[src/rtl/fpnew_opgroup_arbiter_pkg.sv]
// Shared types for the opgroup arbiter slice: fpnew rounding/operation/status
// encodings and the requester-ID width helper.
package fpnew_opgroup_arbiter_pkg;

    typedef enum logic [2:0] {
        RNE = 3'b000,
        RTZ = 3'b001,
        RDN = 3'b010,
        RUP = 3'b011,
        RMM = 3'b100,
        DYN = 3'b111
    } roundmode_e;

    typedef enum logic [3:0] {
        FMADD, FNMSUB, ADD, MUL,
        DIV, SQRT, SGNJ, MINMAX,
        CMP, CLASSIFY, F2F, F2I,
        I2F, CPKAB, CPKCD
    } operation_e;

    typedef struct packed {
        logic nv;
        logic dz;
        logic of;
        logic uf;
        logic nx;
    } status_t;

    // Width of an index into n items, never less than one bit.
    function automatic int unsigned clog2_min1(input int unsigned n);
        return (n > 1) ? $clog2(n) : 1;
    endfunction

endpackage

[src/rtl/fpnew_id_fifo.sv]
// Requester-ID FIFO tracking in-flight operations of an in-order slice.
// Pointers wrap by explicit compare so any depth is legal.
module fpnew_id_fifo
    import fpnew_opgroup_arbiter_pkg::*;
#(
    parameter int unsigned Depth   = 4,
    parameter int unsigned IdWidth = 1
) (
    input  logic               clk_i,
    input  logic               rst_i,
    input  logic               flush_i,
    input  logic               push_i,
    input  logic [IdWidth-1:0] id_i,
    input  logic               pop_i,
    output logic [IdWidth-1:0] head_o,
    output logic               full_o,
    output logic               empty_o
);

    localparam int unsigned PtrWidth = clog2_min1(Depth);
    localparam int unsigned CntWidth = $clog2(Depth + 1);

    logic [IdWidth-1:0]  mem_q [Depth];
    logic [PtrWidth-1:0] wr_ptr_q, rd_ptr_q;
    logic [CntWidth-1:0] count_q;
    logic                push_en, pop_en;

    function automatic logic [PtrWidth-1:0] next_ptr(input logic [PtrWidth-1:0] p);
        return (p == PtrWidth'(Depth - 1)) ? '0 : p + PtrWidth'(1);
    endfunction

    assign full_o  = (count_q == CntWidth'(Depth));
    assign empty_o = (count_q == '0);
    assign head_o  = mem_q[rd_ptr_q];

    // Full is judged on the registered count: a same-cycle pop never frees a slot.
    assign push_en = push_i & ~full_o & ~flush_i;
    assign pop_en  = pop_i & ~empty_o & ~flush_i;

    always_ff @(posedge clk_i or posedge rst_i) begin
        if (rst_i) begin
            wr_ptr_q <= '0;
            rd_ptr_q <= '0;
            count_q  <= '0;
            for (int unsigned i = 0; i < Depth; i++) mem_q[i] <= '0;
        end else if (flush_i) begin
            wr_ptr_q <= '0;
            rd_ptr_q <= '0;
            count_q  <= '0;
        end else begin
            if (push_en) begin
                mem_q[wr_ptr_q] <= id_i;
                wr_ptr_q        <= next_ptr(wr_ptr_q);
            end
            if (pop_en) rd_ptr_q <= next_ptr(rd_ptr_q);
            if (push_en && !pop_en)      count_q <= count_q + CntWidth'(1);
            else if (pop_en && !push_en) count_q <= count_q - CntWidth'(1);
        end
    end

endmodule

[src/rtl/fpnew_opgroup_arbiter.sv]
// Round-robin sharing of one in-order opgroup slice between NumReq requesters;
// results are steered back by the requester ID held at the ID FIFO head.
module fpnew_opgroup_arbiter
    import fpnew_opgroup_arbiter_pkg::*;
#(
    parameter int unsigned NumReq      = 2,
    parameter int unsigned Width       = 32,
    parameter int unsigned NumOperands = 3,
    parameter int unsigned MaxInflight = 4
) (
    input  logic                                          clk_i,
    input  logic                                          rst_i,
    input  logic                                          flush_i,
    input  logic [NumReq-1:0]                             req_valid_i,
    output logic [NumReq-1:0]                             req_ready_o,
    input  logic [NumReq-1:0][NumOperands-1:0][Width-1:0] req_operands_i,
    input  logic [NumReq-1:0][NumOperands-1:0]            req_is_boxed_i,
    input  roundmode_e [NumReq-1:0]                       req_rnd_mode_i,
    input  operation_e [NumReq-1:0]                       req_op_i,
    input  logic [NumReq-1:0]                             req_op_mod_i,
    input  logic [NumReq-1:0]                             req_vectorial_i,
    output logic                                          slv_valid_o,
    input  logic                                          slv_ready_i,
    output logic [NumOperands-1:0][Width-1:0]             slv_operands_o,
    output logic [NumOperands-1:0]                        slv_is_boxed_o,
    output roundmode_e                                    slv_rnd_mode_o,
    output operation_e                                    slv_op_o,
    output logic                                          slv_op_mod_o,
    output logic                                          slv_vectorial_o,
    output logic                                          slv_flush_o,
    input  logic                                          slv_out_valid_i,
    output logic                                          slv_out_ready_o,
    input  logic [Width-1:0]                              slv_result_i,
    input  status_t                                       slv_status_i,
    output logic [NumReq-1:0]                             rsp_valid_o,
    input  logic [NumReq-1:0]                             rsp_ready_i,
    output logic [Width-1:0]                              rsp_result_o,
    output status_t                                       rsp_status_o,
    output logic                                          busy_o
);

    localparam int unsigned IdWidth = clog2_min1(NumReq);

    logic [IdWidth-1:0] rr_q, lock_idx_q, arb_idx, grant, fifo_head;
    logic               lock_q, found, can_issue, accept, pop, rsp_active;
    logic               fifo_full, fifo_empty;
    int unsigned        cand;

    // First valid requester at or after the round-robin pointer.
    always_comb begin
        arb_idx = rr_q;
        found   = 1'b0;
        cand    = 0;
        for (int unsigned i = 0; i < NumReq; i++) begin
            cand = (32'(rr_q) + i) % NumReq;
            if (!found && req_valid_i[IdWidth'(cand)]) begin
                arb_idx = IdWidth'(cand);
                found   = 1'b1;
            end
        end
    end

    // A stalled offer keeps its grant so the slice sees stable data.
    assign grant     = lock_q ? lock_idx_q : arb_idx;
    assign can_issue = ~fifo_full & ~flush_i & ~rst_i;
    assign slv_valid_o = req_valid_i[grant] & can_issue;
    assign accept    = slv_valid_o & slv_ready_i;

    always_comb begin
        req_ready_o        = '0;
        req_ready_o[grant] = slv_ready_i & can_issue;
    end

    assign slv_operands_o  = req_operands_i[grant];
    assign slv_is_boxed_o  = req_is_boxed_i[grant];
    assign slv_rnd_mode_o  = req_rnd_mode_i[grant];
    assign slv_op_o        = req_op_i[grant];
    assign slv_op_mod_o    = req_op_mod_i[grant];
    assign slv_vectorial_o = req_vectorial_i[grant];
    assign slv_flush_o     = flush_i;

    always_ff @(posedge clk_i or posedge rst_i) begin
        if (rst_i) begin
            rr_q       <= '0;
            lock_q     <= 1'b0;
            lock_idx_q <= '0;
        end else if (flush_i) begin
            lock_q <= 1'b0;
        end else if (accept) begin
            rr_q   <= (grant == IdWidth'(NumReq - 1)) ? '0 : grant + IdWidth'(1);
            lock_q <= 1'b0;
        end else if (slv_valid_o) begin
            lock_q     <= 1'b1;
            lock_idx_q <= grant;
        end
    end

    fpnew_id_fifo #(
        .Depth   (MaxInflight),
        .IdWidth (IdWidth)
    ) i_id_fifo (
        .clk_i   (clk_i),
        .rst_i   (rst_i),
        .flush_i (flush_i),
        .push_i  (accept),
        .id_i    (grant),
        .pop_i   (pop),
        .head_o  (fifo_head),
        .full_o  (fifo_full),
        .empty_o (fifo_empty)
    );

    // Results with no tracked owner are swallowed: never forwarded, never acked.
    assign rsp_active      = ~fifo_empty & ~rst_i;
    assign slv_out_ready_o = rsp_ready_i[fifo_head] & rsp_active;
    assign pop             = slv_out_valid_i & slv_out_ready_o;

    always_comb begin
        rsp_valid_o            = '0;
        rsp_valid_o[fifo_head] = slv_out_valid_i & rsp_active;
    end

    assign rsp_result_o = slv_result_i;
    assign rsp_status_o = slv_status_i;
    assign busy_o       = (~fifo_empty | slv_valid_o) & ~rst_i;

`ifndef SYNTHESIS
    a_no_orphan_result: assert property (@(posedge clk_i) disable iff (rst_i)
        !(slv_out_valid_i && fifo_empty));
`endif

endmodule

[config.mk]
export PLATFORM = sky130hd
export DESIGN_NAME = fpnew_opgroup_arbiter
export DESIGN_NICKNAME = d
export VERILOG_FILES = /design/src/rtl/fpnew_opgroup_arbiter_pkg.sv /design/src/rtl/fpnew_id_fifo.sv /design/src/rtl/fpnew_opgroup_arbiter.sv
export SDC_FILE = /design/constraint.sdc
export NUM_CORES = 1
export LEC_CHECK = 0
export ABC_AREA = 1
export CAP_MARGIN = 20
export CORE_AREA = 2 2 163 165
export CTS_CLUSTER_SIZE = 8
export DETAILED_ROUTE_END_ITERATION = 6
export DIE_AREA = 0 0 165 167
export PLACE_DENSITY_LB_ADDON = 0.12
export SYNTH_ARGS = -nofsm -noshare
export SYNTH_HDL_FRONTEND = slang
export SYNTH_SLANG_ARGS = --single-unit
[constraint.sdc]
create_clock -name clk_i -period 2.4 [get_ports clk_i]
set_clock_uncertainty 0.05 [all_clocks]
set_input_delay 0.6 -clock clk_i [delete_from_list [all_inputs] [get_ports clk_i]]
set_output_delay 0.6 -clock clk_i [all_outputs]
set_load 0.02 [all_outputs]
# Word-level counts from Yosys, hierarchy flattened
# Cells that the tools add are included.
[totals] wordCells=115 regBits=14 inputBits=262 output_inout_bits=153
[classes] n_reduce_logical=17 mux=46 n_eq_ne=3 magnitude_cmp=9 n_bitwise=24 add_sub_neg=6
[op_table] cell="$mux W96" count=2
[op_table] cell="$mux W1" count=24
[op_table] cell="$mux W3" count=7
[op_table] cell="$and A1 B1 Y1" count=14
[op_table] cell="$mux W2" count=6
[op_table] cell="$lt A1 B2 Y1 const B" count=4
[op_table] cell="$mux W4" count=2
[op_table] cell="$ge A3 B3 Y1 const B" count=2
[op_table] cell="$logic_and A1 B1 Y1" count=6
[op_table] cell="$not A2 Y3" count=2
[op_table] cell="$reduce_bool A3 Y1" count=2
[op_table] cell="$not A1 Y1" count=5
[op_table] cell="$add A2 B1 Y2 const B" count=2
[op_table] cell="$and A2 B2 Y2" count=2
[op_table] cell="$bwmux W4" count=1
[op_table] cell="$eq A2 B2 Y1 const B" count=2
[op_table] cell="$reduce_and A2 Y1" count=2
[op_table] cell="$reduce_bool A2 Y1" count=2
[op_table] cell="$add A3 B1 Y3 const B" count=1
[op_table] cell="$eq A3 B3 Y1 const B" count=1
[op_table] cell="$logic_not A1 Y1" count=3
[op_table] cell="$logic_not A3 Y1" count=1
[op_table] cell="$lt A3 B1 Y1 const B" count=1
[op_table] cell="$reduce_and A3 Y1" count=1
[op_table] cell="other kinds (7)" count=10

# Longest topological paths before layout
# Gate-level depths: netlist of run 1.
[depth] word_depth=18 depth_mapped=14 depth_no_buf=14

# By module
# A second synthesis of run 1 with hierarchy kept.
[hier_totals] cells_unflattened=517 hier_area_um2=2707.6
[by_module_without_submodules] mod="fpnew_opgroup_arbiter" seq_area_each_um2=75.1 area_each_um2=2019.4 instances=1 cells_per_inst=432
[by_module_without_submodules] mod="fpnew_id_fifo" seq_area_each_um2=275.3 area_each_um2=688.2 instances=1 cells_per_inst=85

# Worst setup path before layout of run 1
# No wires, ideal clock.
[synth_timing] path_type="input-to-output" startpoint="input port rst_i" endpoint="output port busy_o" required_time_ns=1.750 path_stages=4 arrival_time_ns=1.615 setup_slack_ns=0.135 cell_sequence="inv_1 nand3_1 nor2_2 or2_2"
[synth_between] elab_chain_cells=5
[synth_rtl] element="start, declared" line_no="fpnew_opgroup_arbiter.sv:12" text="input logic rst_i,"
[synth_rtl] element="$not A1 Y1" line_no="fpnew_opgroup_arbiter.sv:65" text="assign can_issue = ~fifo_full & ~flush_i & ~rst_i;"
[synth_rtl] element="$and A1 B1 Y1" line_no="fpnew_opgroup_arbiter.sv:65"
[synth_rtl] element="$and A1 B1 Y1" line_no="fpnew_opgroup_arbiter.sv:66" text="assign slv_valid_o = req_valid_i[grant] & can_issue;"
[synth_rtl] element="net slv_valid_o" line_no="fpnew_opgroup_arbiter.sv:22" text="output logic slv_valid_o,"
[synth_rtl] element="$or A1 B1 Y1" line_no="fpnew_opgroup_arbiter.sv:125" text="assign busy_o = (~fifo_empty | slv_valid_o) & ~rst_i;"
[synth_rtl] element="$and A1 B1 Y1" line_no="fpnew_opgroup_arbiter.sv:125"
[synth_rtl] element="end, declared" line_no="fpnew_opgroup_arbiter.sv:39" text="output logic busy_o"
# The timed path passes the listed nets, and every way through them passes these cells.

# Worst setup path in the final report of run 1
[layout_timing] startpoint="input port req_valid_i[1]" endpoint="output port busy_o"
[layout_between] elab_chain_cells=12 word_cells_on_any_way=14 cone_classes="mux: 9; bitwise: 3; reduce/logical: 2"
[layout_rtl] element="start, declared" line_no="fpnew_opgroup_arbiter.sv:14" text="input logic [NumReq-1:0] req_valid_i,"
[layout_rtl] element="$mux W1 (not written as such) (2 in a row)" line_no="fpnew_opgroup_arbiter.sv:56" text="if (!found && req_valid_i[IdWidth'(cand)]) begin"
[layout_rtl] element="$mux W1" line_no="fpnew_opgroup_arbiter.sv:56"
[layout_rtl] element="$logic_not A1 Y1" line_no="fpnew_opgroup_arbiter.sv:56"
[layout_rtl] element="$logic_and A1 B1 Y1" line_no="fpnew_opgroup_arbiter.sv:56"
[layout_rtl] element="$mux W1" line_no="fpnew_opgroup_arbiter.sv:56"
[layout_rtl] element="$mux W1" line_no="fpnew_opgroup_arbiter.sv:64" text="assign grant = lock_q ? lock_idx_q : arb_idx;"
[layout_rtl] element="$mux W1 (not written as such) (*) (2 in a row)" line_no="fpnew_opgroup_arbiter.sv:66"
[layout_rtl] element="$and A1 B1 Y1 (*)" line_no="fpnew_opgroup_arbiter.sv:66"
[layout_rtl] element="$or A1 B1 Y1 (*)" line_no="fpnew_opgroup_arbiter.sv:125"
[layout_rtl] element="$and A1 B1 Y1 (*)" line_no="fpnew_opgroup_arbiter.sv:125"
# Every way passes the cells marked *; elsewhere a longest branch is shown, timed or not. The select of a mux whose other input is x is not followed.

==> out/metrics.yaml, run 1 <==
rrSetupSlack_ps: 280
final_cells: 1180
synth_warnings: 0
die_area_um2: 27600
min_from: "i_id_fifo.mem_q[1]"
crit_fanout: 8
p_leak_nw: 3.40
worstHoldPathCells: 2
routed_wl_um: 17700
clkLatencyLatePin_ps: 240
cpMaxStageDelayCell: "or2_4"
yosysMostFrequentCell: "nand2_1"
critPathMaxStageDelay_ps: 230
htreeDepth: 1
finalSetupViolCount: 0
rr_worst_depth: 16
worst_pin_slew_ps: 219
synthMuxAreaShare_pct: 0
hold_class: "reg2reg"
timing.final.hold_violations: 0
clockBufferDepth: 2
ys_seq_area_share_pct: 13.7
holdWs_ps: 431
yosysTopAreaCellShare_pct: 52.2
worst_r2r_endpoint: "i_id_fifo.count_q[2]"
cap_viol_max_count: 0
synth_nets: 771
synthTopCellsByCount: "nand2_1, buf_4, buf_2"
grt_pass1_wl_um: 25700
yosys.cell_types.count: 27
grt-ovfl-total: 0
crit_path_end_kind: "primary output"
cp.arrival_ps: 1740
antenna_cells: 0
cp_cell_sequence: "buf_8 -> nand2_4 -> nand2_4 -> nand3_4 -> nand2_8 -> buf_6 -> nand2_4 -> nand2_4 -> nor2_4 -> or2_4 -> buf_6"
drive_above_1_share_pct: 29.8
drv_slew: 0
die_height_um: 167
cts.sinks: 14
ys_async_sr_fraction_pct: 100
min_to: "i_id_fifo.mem_q[1]"
drt-initial-drc-count: 109
dp_hpwl_um: 14400
dp.cells: 1157
synth_compound_area_share_pct: 3.58
netlist_area_um2: 2550
start_kind: "input port"
syn_area_per_cell_um2: 5.06
path_clk_slew_ps: 50
wire_per_inst_um: 15.0
grt_use_total_pct: 12.2
path_common_cell: "nand2_4"
fin_crit_ps: 2390
ir_worst_vdd_v: 0.000304
cp.required_ps: 1750
cts_buffers: 3
cts_tree: "built"
synth_top_family_by_area: "simple AND/OR/NAND/NOR gates"
critical_path_class: "in2out"
grt_pass1_vias: 4313
synth_edf_count: 0
firstDrtPassIters: 4
synth-seq-cells: 14
yosys.area.top_type: "nand2_1"
period_share_pct: 99.4
viasPerCell: 3.48
cts-root-buf: "clkbuf_16"
dr_total_vias: 4102
gp_congestion: 0.744
synth-xor-area-share_pct: 0
max_freq_mhz: 419
synthFlopType: "dfrtp_1"
port_buffers: 340
core_area_um2: 25800
die_x_um: 165
ant_nets: 0
rsz0062_at_grt: "yes"
fin_nets: 1113
antenna_found_initial: 0
rows: 59
synth_adder_area_share_pct: 2.75
holdBufCountCts: 0
power_density_nw_per_um2: 737
drc: 0
synth-simple-area-share_pct: 61.5
reg2reg_from: "rr_q"
synthCells: 504
area_growth_pct: 163
initial_core_util_pct: 9.90
power_w: 0.00494
netlist_top_cells_area: "nand2_1, dfrtp_1, buf_4"
grt_max_degree: 21
num_io_pins: 415
status: "finished, final reports clean"
slew_headroom_pct: 85.4
## what timing repair did
| item | 4_1_cts | 5_1_grt |
|---|---|---|
| setup endpoints to repair | 117 | 81 |
| resized for setup | 520 | 104 |
| hold endpoints to repair | 0 | 0 |
| cloned | 5 | 3 |
| buffers inserted | 9 | 4 |
| pin swaps | 13 | 11 |
## cells in the final DEF, fill, tap and decap left out, types with 3 or more instances in the layout
cell type / n
nand3_1: 12
nand2_2: 37
nor2_1: 6
buf_2: 63
ha_1: 4
a21oi_1: 3
nand2_4: 14
nand2_1: 308
buf_16: 4
clkbuf_16: 6
buf_12: 10
clkdlybuf4s50_1: 221
buf_4: 57
buf_6: 33
buf_8: 3
o21ai_0: 7
dfrtp_1: 13
o21ai_1: 3
inv_1: 10
inv_2: 7
## routing by layer
metal | up-vias | wire length (µm) | GRT usage (%)
met5 | - | 0 | 0
met4 | 0 | 163 | 1.51
met3 | 12 | 1070 | 2.69
met2 | 176 | 10400 | 25.5
met1 | 1748 | 6080 | 12.2
li1 | 2166 | - | -
## through the flow
stage / setup TNS, ps / setup slack (ps) / utilization [%] / instance area, µm²
after floorplan: 0 / 135 / - / 2550
after global placement: -86560 / -841 / 24.7 / 6360
after detailed placement: -86760 / -828 / 24.7 / 6360
after CTS: -138 / -17.2 / 25.2 / 6490
after global routing: -587 / -45.4 / 26.0 / 6700
final: 0 / 14.2 / 26.0 / 6700
## registers in the layout, summed over array words and instances, names as in the netlist
signal and cells:
i_id_fifo.count_q 3, i_id_fifo.mem_q 4, i_id_fifo.rd_ptr_q 2, i_id_fifo.wr_ptr_q 2, lock_idx_q 1, lock_q 1
rr_q 1
## worst max-delay path, delay by kind of cell
| kind | cells | cell delay (ps) |
|---|---|---|
| and+or+nand+nor | 8 | 780 |
| buffers and inverters | 3 | 350 |
## cells by family after synthesis
group,Yosys count
buf+inv,81
flops,14
compound gates,16
fa+ha+maj,5
simple gates,388
## worst max path at each step
stage / depth (start not counted) / startpoint / end / slack, ps
final: 11 / req_valid_i[1] / busy_o / 10
after global routing: 11 / req_valid_i[1] / busy_o / -50
after CTS: 5 / rst_i / slv_out_ready_o / -20
after detailed placement: 10 / req_valid_i[1] / slv_rnd_mode_o[2] / -830
after global placement: 10 / req_valid_i[1] / slv_operands_o[76] / -840
after floorplan: 4 / rst_i / busy_o / 130
## final cells by class
type                            instances  area (µm²)
Fill cell                            2935       19100
Timing Repair Buffer                  398        3790
Multi-Input combinational cell        409        1950
Tap cell                              335         419
Sequential cell                        14         352
Clock buffer                            4        88.8
Inverter                               19        88.8
Timing Repair inverter                  1        11.3
## report_power, final
group	leakage [nW]	switching, W	internal [W]
Clock	0.0442	0.000103	0.000253
Combinational	3.17	0.00229	0.00196
Sequential	0.186	0.0000400	0.000289
Power figures use the tool's default switching activity.
==> run 2: changes to the inputs <==
Clock period 2.4 ns to 2.21 ns, I/O delays scaled along.
==> out/metrics.yaml, run 2 (same netlist as run 1, synthesis figures left out) <==
power_density_nw_per_um2: 898
largest_reg_flops: 4
worst_slack_ps: -201
ir_worst_vdd_v: 0.000306
fin_crit_ps: 2410
setup_tns_ps: -12980
gp_congestion: 0.804
grt_pass1_vias: 4795
crit_path_end_kind: "primary output"
cts-root-buf: "clkbuf_16"
cts.sinks: 14
cap_viol_max_count: 0
initial_core_util_pct: 9.90
finalSetupViolCount: 110
drt-initial-drc-count: 106
cts_tree: "built"
power_frac_seq_pct: 4.3
p_comb_share_pct: 91.0
pre_cts_slack_ps: -980
antenna_found_initial: 0
cp.required_ps: 1610
switchingPower_w: 0.00367
dp_hpwl_um: 14300
start_kind: "input port"
worst_r2r_endpoint: "i_id_fifo.count_q[1]"
layout.cells.most_common: "clkdlybuf4s50_1"
htreeDepth: 1
rrSetupSlack_ps: -50
p_sw_share_pct: 44.9
num_io_pins: 415
final_cell_mix: "clkdlybuf4s50_1, nand2_2, buf_6"
clockBufferDepth: 2
core_area_um2: 25800
largestRegisters: "i_id_fifo.mem_q x4, i_id_fifo.count_q x3"
max_freq_mhz: 415
critPathLaunch: "req_valid_i[1]"
routed_wl_um: 21100
post-route-util_pct: 35.3
dp.cells: 1151
worst_pin_slew_ps: 227
regArea_um2: 350
multi_input_area_um2: 2970
cp.arrival_ps: 1810
drv_slew: 0
rows: 59
reg2reg_from: "rr_q"
grt_max_degree: 21
ant_nets: 0
cts_buffers: 3
p_leak_nw: 4.41
die_x_um: 165
status: "complete, but fails checks"
crit_fanout: 5
rsz0062_at_grt: "yes"
fin_nets: 1159
area_growth_pct: 256
violations: "setup timing"
firstDrtPassIters: 4
holdBufCountCts: 0
power_w: 0.00817
final_cells: 1226
clkLatencyLatePin_ps: 240
fill_cells: 2729
drive_above_1_share_pct: 56.2
path_clk_slew_ps: 50
timing.final.hold_violations: 0
grt-ovfl-total: 0
die_height_um: 167
die_area_um2: 27600
slew_headroom_pct: 84.8
critical_path_class: "in2out"
dr_total_vias: 4450
crit_end: "slv_operands_o[25]"
grt_pass1_wl_um: 30400
clock_power_share_pct: 4.7
rr_worst_depth: 14
antenna_cells: 0
hold_class: "reg2reg"
p_int_w: 0.00450
grt_use_total_pct: 14.8
top_register: "i_id_fifo.mem_q"
viasPerCell: 3.63
drc: 0
port_buffers: 340
period_share_pct: 109
wire_per_inst_um: 17.2
-- run 2: changes by cell type in the layout (fill, tap and decap cells not counted), moves of 2 or more --
cell and change:
buf_4 -22, nand2_4 +92, nand2_1 -201, buf_6 +96
nand2_2 +109, buf_8 +3, buf_2 -61, nor2_4 +2
nor2_1 -2, buf_16 +18, buf_12 +12, inv_16 +2
-- run 2: worst min path at each step --
| stage | startpoint | to | slack, ps | cells after the start |
|---|---|---|---|---|
| after floorplan | i_id_fifo.mem_q[0] | i_id_fifo.mem_q[0] | 400 | 2 |
| after global placement | i_id_fifo.mem_q[1] | i_id_fifo.mem_q[1] | 420 | 2 |
| after detailed placement | i_id_fifo.mem_q[1] | i_id_fifo.mem_q[1] | 430 | 2 |
| after CTS | i_id_fifo.mem_q[1] | i_id_fifo.mem_q[1] | 440 | 2 |
| after global routing | i_id_fifo.mem_q[3] | i_id_fifo.mem_q[3] | 480 | 2 |
| final | i_id_fifo.mem_q[1] | i_id_fifo.mem_q[1] | 440 | 2 |
-- run 2: cell type report --
cell class | instances | area share (%)
Clock buffer | 4 | 0.977
Inverter | 19 | 0.963
Multi-Input combinational cell | 410 | 32.7
Sequential cell | 14 | 3.85
Tap cell | 335 | 4.61
Timing Repair Buffer | 442 | 56.6
Timing Repair inverter | 2 | 0.344
-- run 2: layer usage --
metal | GRT usage (%) | part of all wire (%) | vias to the layer above
met1 | 15.5 | 34 | 1996
met2 | 30.5 | 59 | 175
met3 | 2.76 | 5.2 | 14
met4 | 1.70 | 1.2 | 0
met5 | 0 | 0 | -
li1 | - | - | 2265
-- run 2: what timing repair did --
action | 4_1_cts | 5_1_grt
cloned | 28 | 3
resized for setup | 1037 | 85
pin swaps | 92 | 31
endpoints found under the setup margin | 118 | 116
buffers inserted | 44 | 8
endpoints found under the hold margin | 0 | 0
-- run 2: power by group through the flow --
stage / clock [W] / sequential (W) / combinational [W]
after detailed placement: 0 / 0.000353 / 0.00421
after global routing: 0.000406 / 0.000361 / 0.00790
after floorplan: 0 / 0.000341 / 0.00205
after CTS: 0.000401 / 0.000352 / 0.00746
final: 0.000387 / 0.000352 / 0.00743
after global placement: 0 / 0.000355 / 0.00424
-- run 2: per-stage QoR --
stage               instance area [µm²]  hold slack, ps
floorplan                          2550             403
global placement                   6310             420
detailed placement                 6310             429
CTS                                8880             442
global route                       9090             476
finish                             9090             438
-- run 2: critical path, stage by stage --
cell and delay, ps:
buf_6 100, inv_2 70, nand2_2 70, nand3_4 150, nand2_8 80, buf_12 160
buf_8 130, buf_16 140, buf_8 130, nand2_4 50, nand2_2 50, buf_6 120
==> run 3: changes to the inputs <==
Settings changed: CTS_BUF_LIST set to sky130_fd_sc_hd__clkbuf_4.
==> out/metrics.yaml, run 3 (same netlist as run 1, synthesis figures left out) <==
status: "complete, but fails checks"
violations: "setup timing"
grt_max_degree: 15
fin_nets: 1155
slew_headroom_pct: 84.4
path_clk_slew_ps: 100
critPathMaxStageDelay_ps: 430
timing.final.hold_violations: 0
min_from: "i_id_fifo.mem_q[1]"
grt-ovfl-total: 0
ant_nets: 0
critPathLaunch: "rr_q"
firstDrtPassIters: 5
grt_use_total_pct: 14.9
cap_viol_max_count: 0
die_x_um: 165
cts-root-buf: "clkbuf_4"
power_w: 0.00789
hold_class: "reg2reg"
grt_pass1_vias: 4790
num_io_pins: 415
die_area_um2: 27600
die_height_um: 167
p_leak_nw: 4.29
worst_pin_slew_ps: 233
gp_congestion: 0.804
antenna_cells: 0
drv_slew: 0
drt-initial-drc-count: 100
clockBufferDepth: 2
antenna_found_initial: 0
worst_slack_ps: -248
dr_total_vias: 4440
power_density_nw_per_um2: 880
max_freq_mhz: 407
fin_crit_ps: 2460
port_buffers: 340
area_growth_pct: 251
cts.sinks: 14
cts_buffers: 3
placed_area_um2: 6310
core_area_um2: 25800
dp_hpwl_um: 14300
cp_cell_sequence: "nand2_1 -> nand2_2 -> nand3_4 -> nand2_8 -> buf_12 -> buf_12 -> buf_16 -> buf_12 -> nand2_4 -> nand2_2 -> buf_6"
grt_pass1_wl_um: 30400
rsz0062_at_grt: "yes"
viasPerCell: 3.63
layout.cells.most_common: "clkdlybuf4s50_1"
critical_path_class: "reg2out"
crit_path_end_kind: "primary output"
dp.cells: 1151
period_share_pct: 111
final_cells: 1222
path_common_cell: "buf_12"
cp.arrival_ps: 1860
top_register: "i_id_fifo.mem_q"
routed_wl_um: 21200
largest_reg_flops: 4
clkLatencyLatePin_ps: 280
drc: 0
post-route-util_pct: 34.8
crit_fanout: 5
ir_worst_vdd_v: 0.000344
initial_core_util_pct: 9.90
cp.required_ps: 1610
finalSetupViolCount: 111
drive_above_1_share_pct: 55.4
cpMaxStageDelayCell: "dfrtp_1"
final_cell_mix: "clkdlybuf4s50_1, nand2_2, buf_6"
wire_per_inst_um: 17.3
cts_tree: "built"
largestRegisters: "i_id_fifo.mem_q x4, i_id_fifo.count_q x3"
fin_area_um2: 8960
fill_cells: 2752
htreeDepth: 1
reg2reg_from: "rr_q"
rows: 59
start_kind: "flip-flop"
-- run 3: changes by cell type in the layout (fill, tap and decap cells not counted), moves of 3 or more --
cell / before / now
nand2_4: 106 / 99
nand2_1: 107 / 112
clkbuf_4: 0 / 3
buf_6: 129 / 125
buf_12: 22 / 27
buf_4: 35 / 31
buf_16: 22 / 17
-- run 3: layout make-up --
class	count	area [µm²]	share of cell area, %
timing repair buffer	438	5120	57.1
multi-input combinational	410	2930	32.7
tap	335	419	4.68
sequential	14	350	3.91
inverter	19	87.6	0.977
timing repair inverter	2	36.3	0.405
clock buffer	3	22.5	0.251
clock inverter	1	3.75	0.0419
-- run 3: worst max-delay path, delay by kind of cell, from the launching register on --
family | cells | cell delay [ps]
buf+inv | 5 | 680
simple gates | 6 | 450
flops | 1 | 430
-- run 3: path summary, 6_finish.rpt --
path                            cells after the start  slack [ps]                   end
worst min-delay path                                2         440    i_id_fifo.mem_q[1]
worst max-delay path                               11        -250     slv_operands_o[8]
min in group asynchronous                           3         550  i_id_fifo.count_q[0]
worst max register to register                     13          90  i_id_fifo.count_q[1]
max in group asynchronous                           3        1370    i_id_fifo.mem_q[3]
worst min register to register                      2         440    i_id_fifo.mem_q[1]
-- run 3: through the flow --
step                      hold slack [ps]  TNS, ps  setup WS [ps]
after floorplan                       403        0           39.9
after global placement                420   -98040           -951
after detailed placement              429   -99900           -980
after CTS                             454   -24190           -324
after global routing                  484   -30410           -353
final                                 444   -19640           -248
-- run 3: where the power goes --
group,total [W],internal (W),switching [W]
sequential,0.000351,0.000310,0.0000408
combinational,0.00738,0.00388,0.00349
clock,0.000160,0.0000654,0.0000949
-- run 3: what timing repair did --
action                                  4_1_cts  5_1_grt
resized for setup                          1033       89
endpoints found under the setup margin      118      116
hold endpoints to repair                      0        0
hold buffers                                  0        0
setup buffers                                44       14
pin swaps                                    92       59
gates cloned                                 29        3
-- run 3: metal layers --
metal  global-route usage (%)  part of all wire (%)  vias to the layer above  routed length (µm)
met5                        0                     0                        -                   0
met3                     2.54                   5.0                       14                1060
met4                     1.93                   1.0                        0                 218
met2                     30.6                    59                      172               12600
met1                     15.6                    35                     1999                7310
li1                         -                     -                     2255                   -
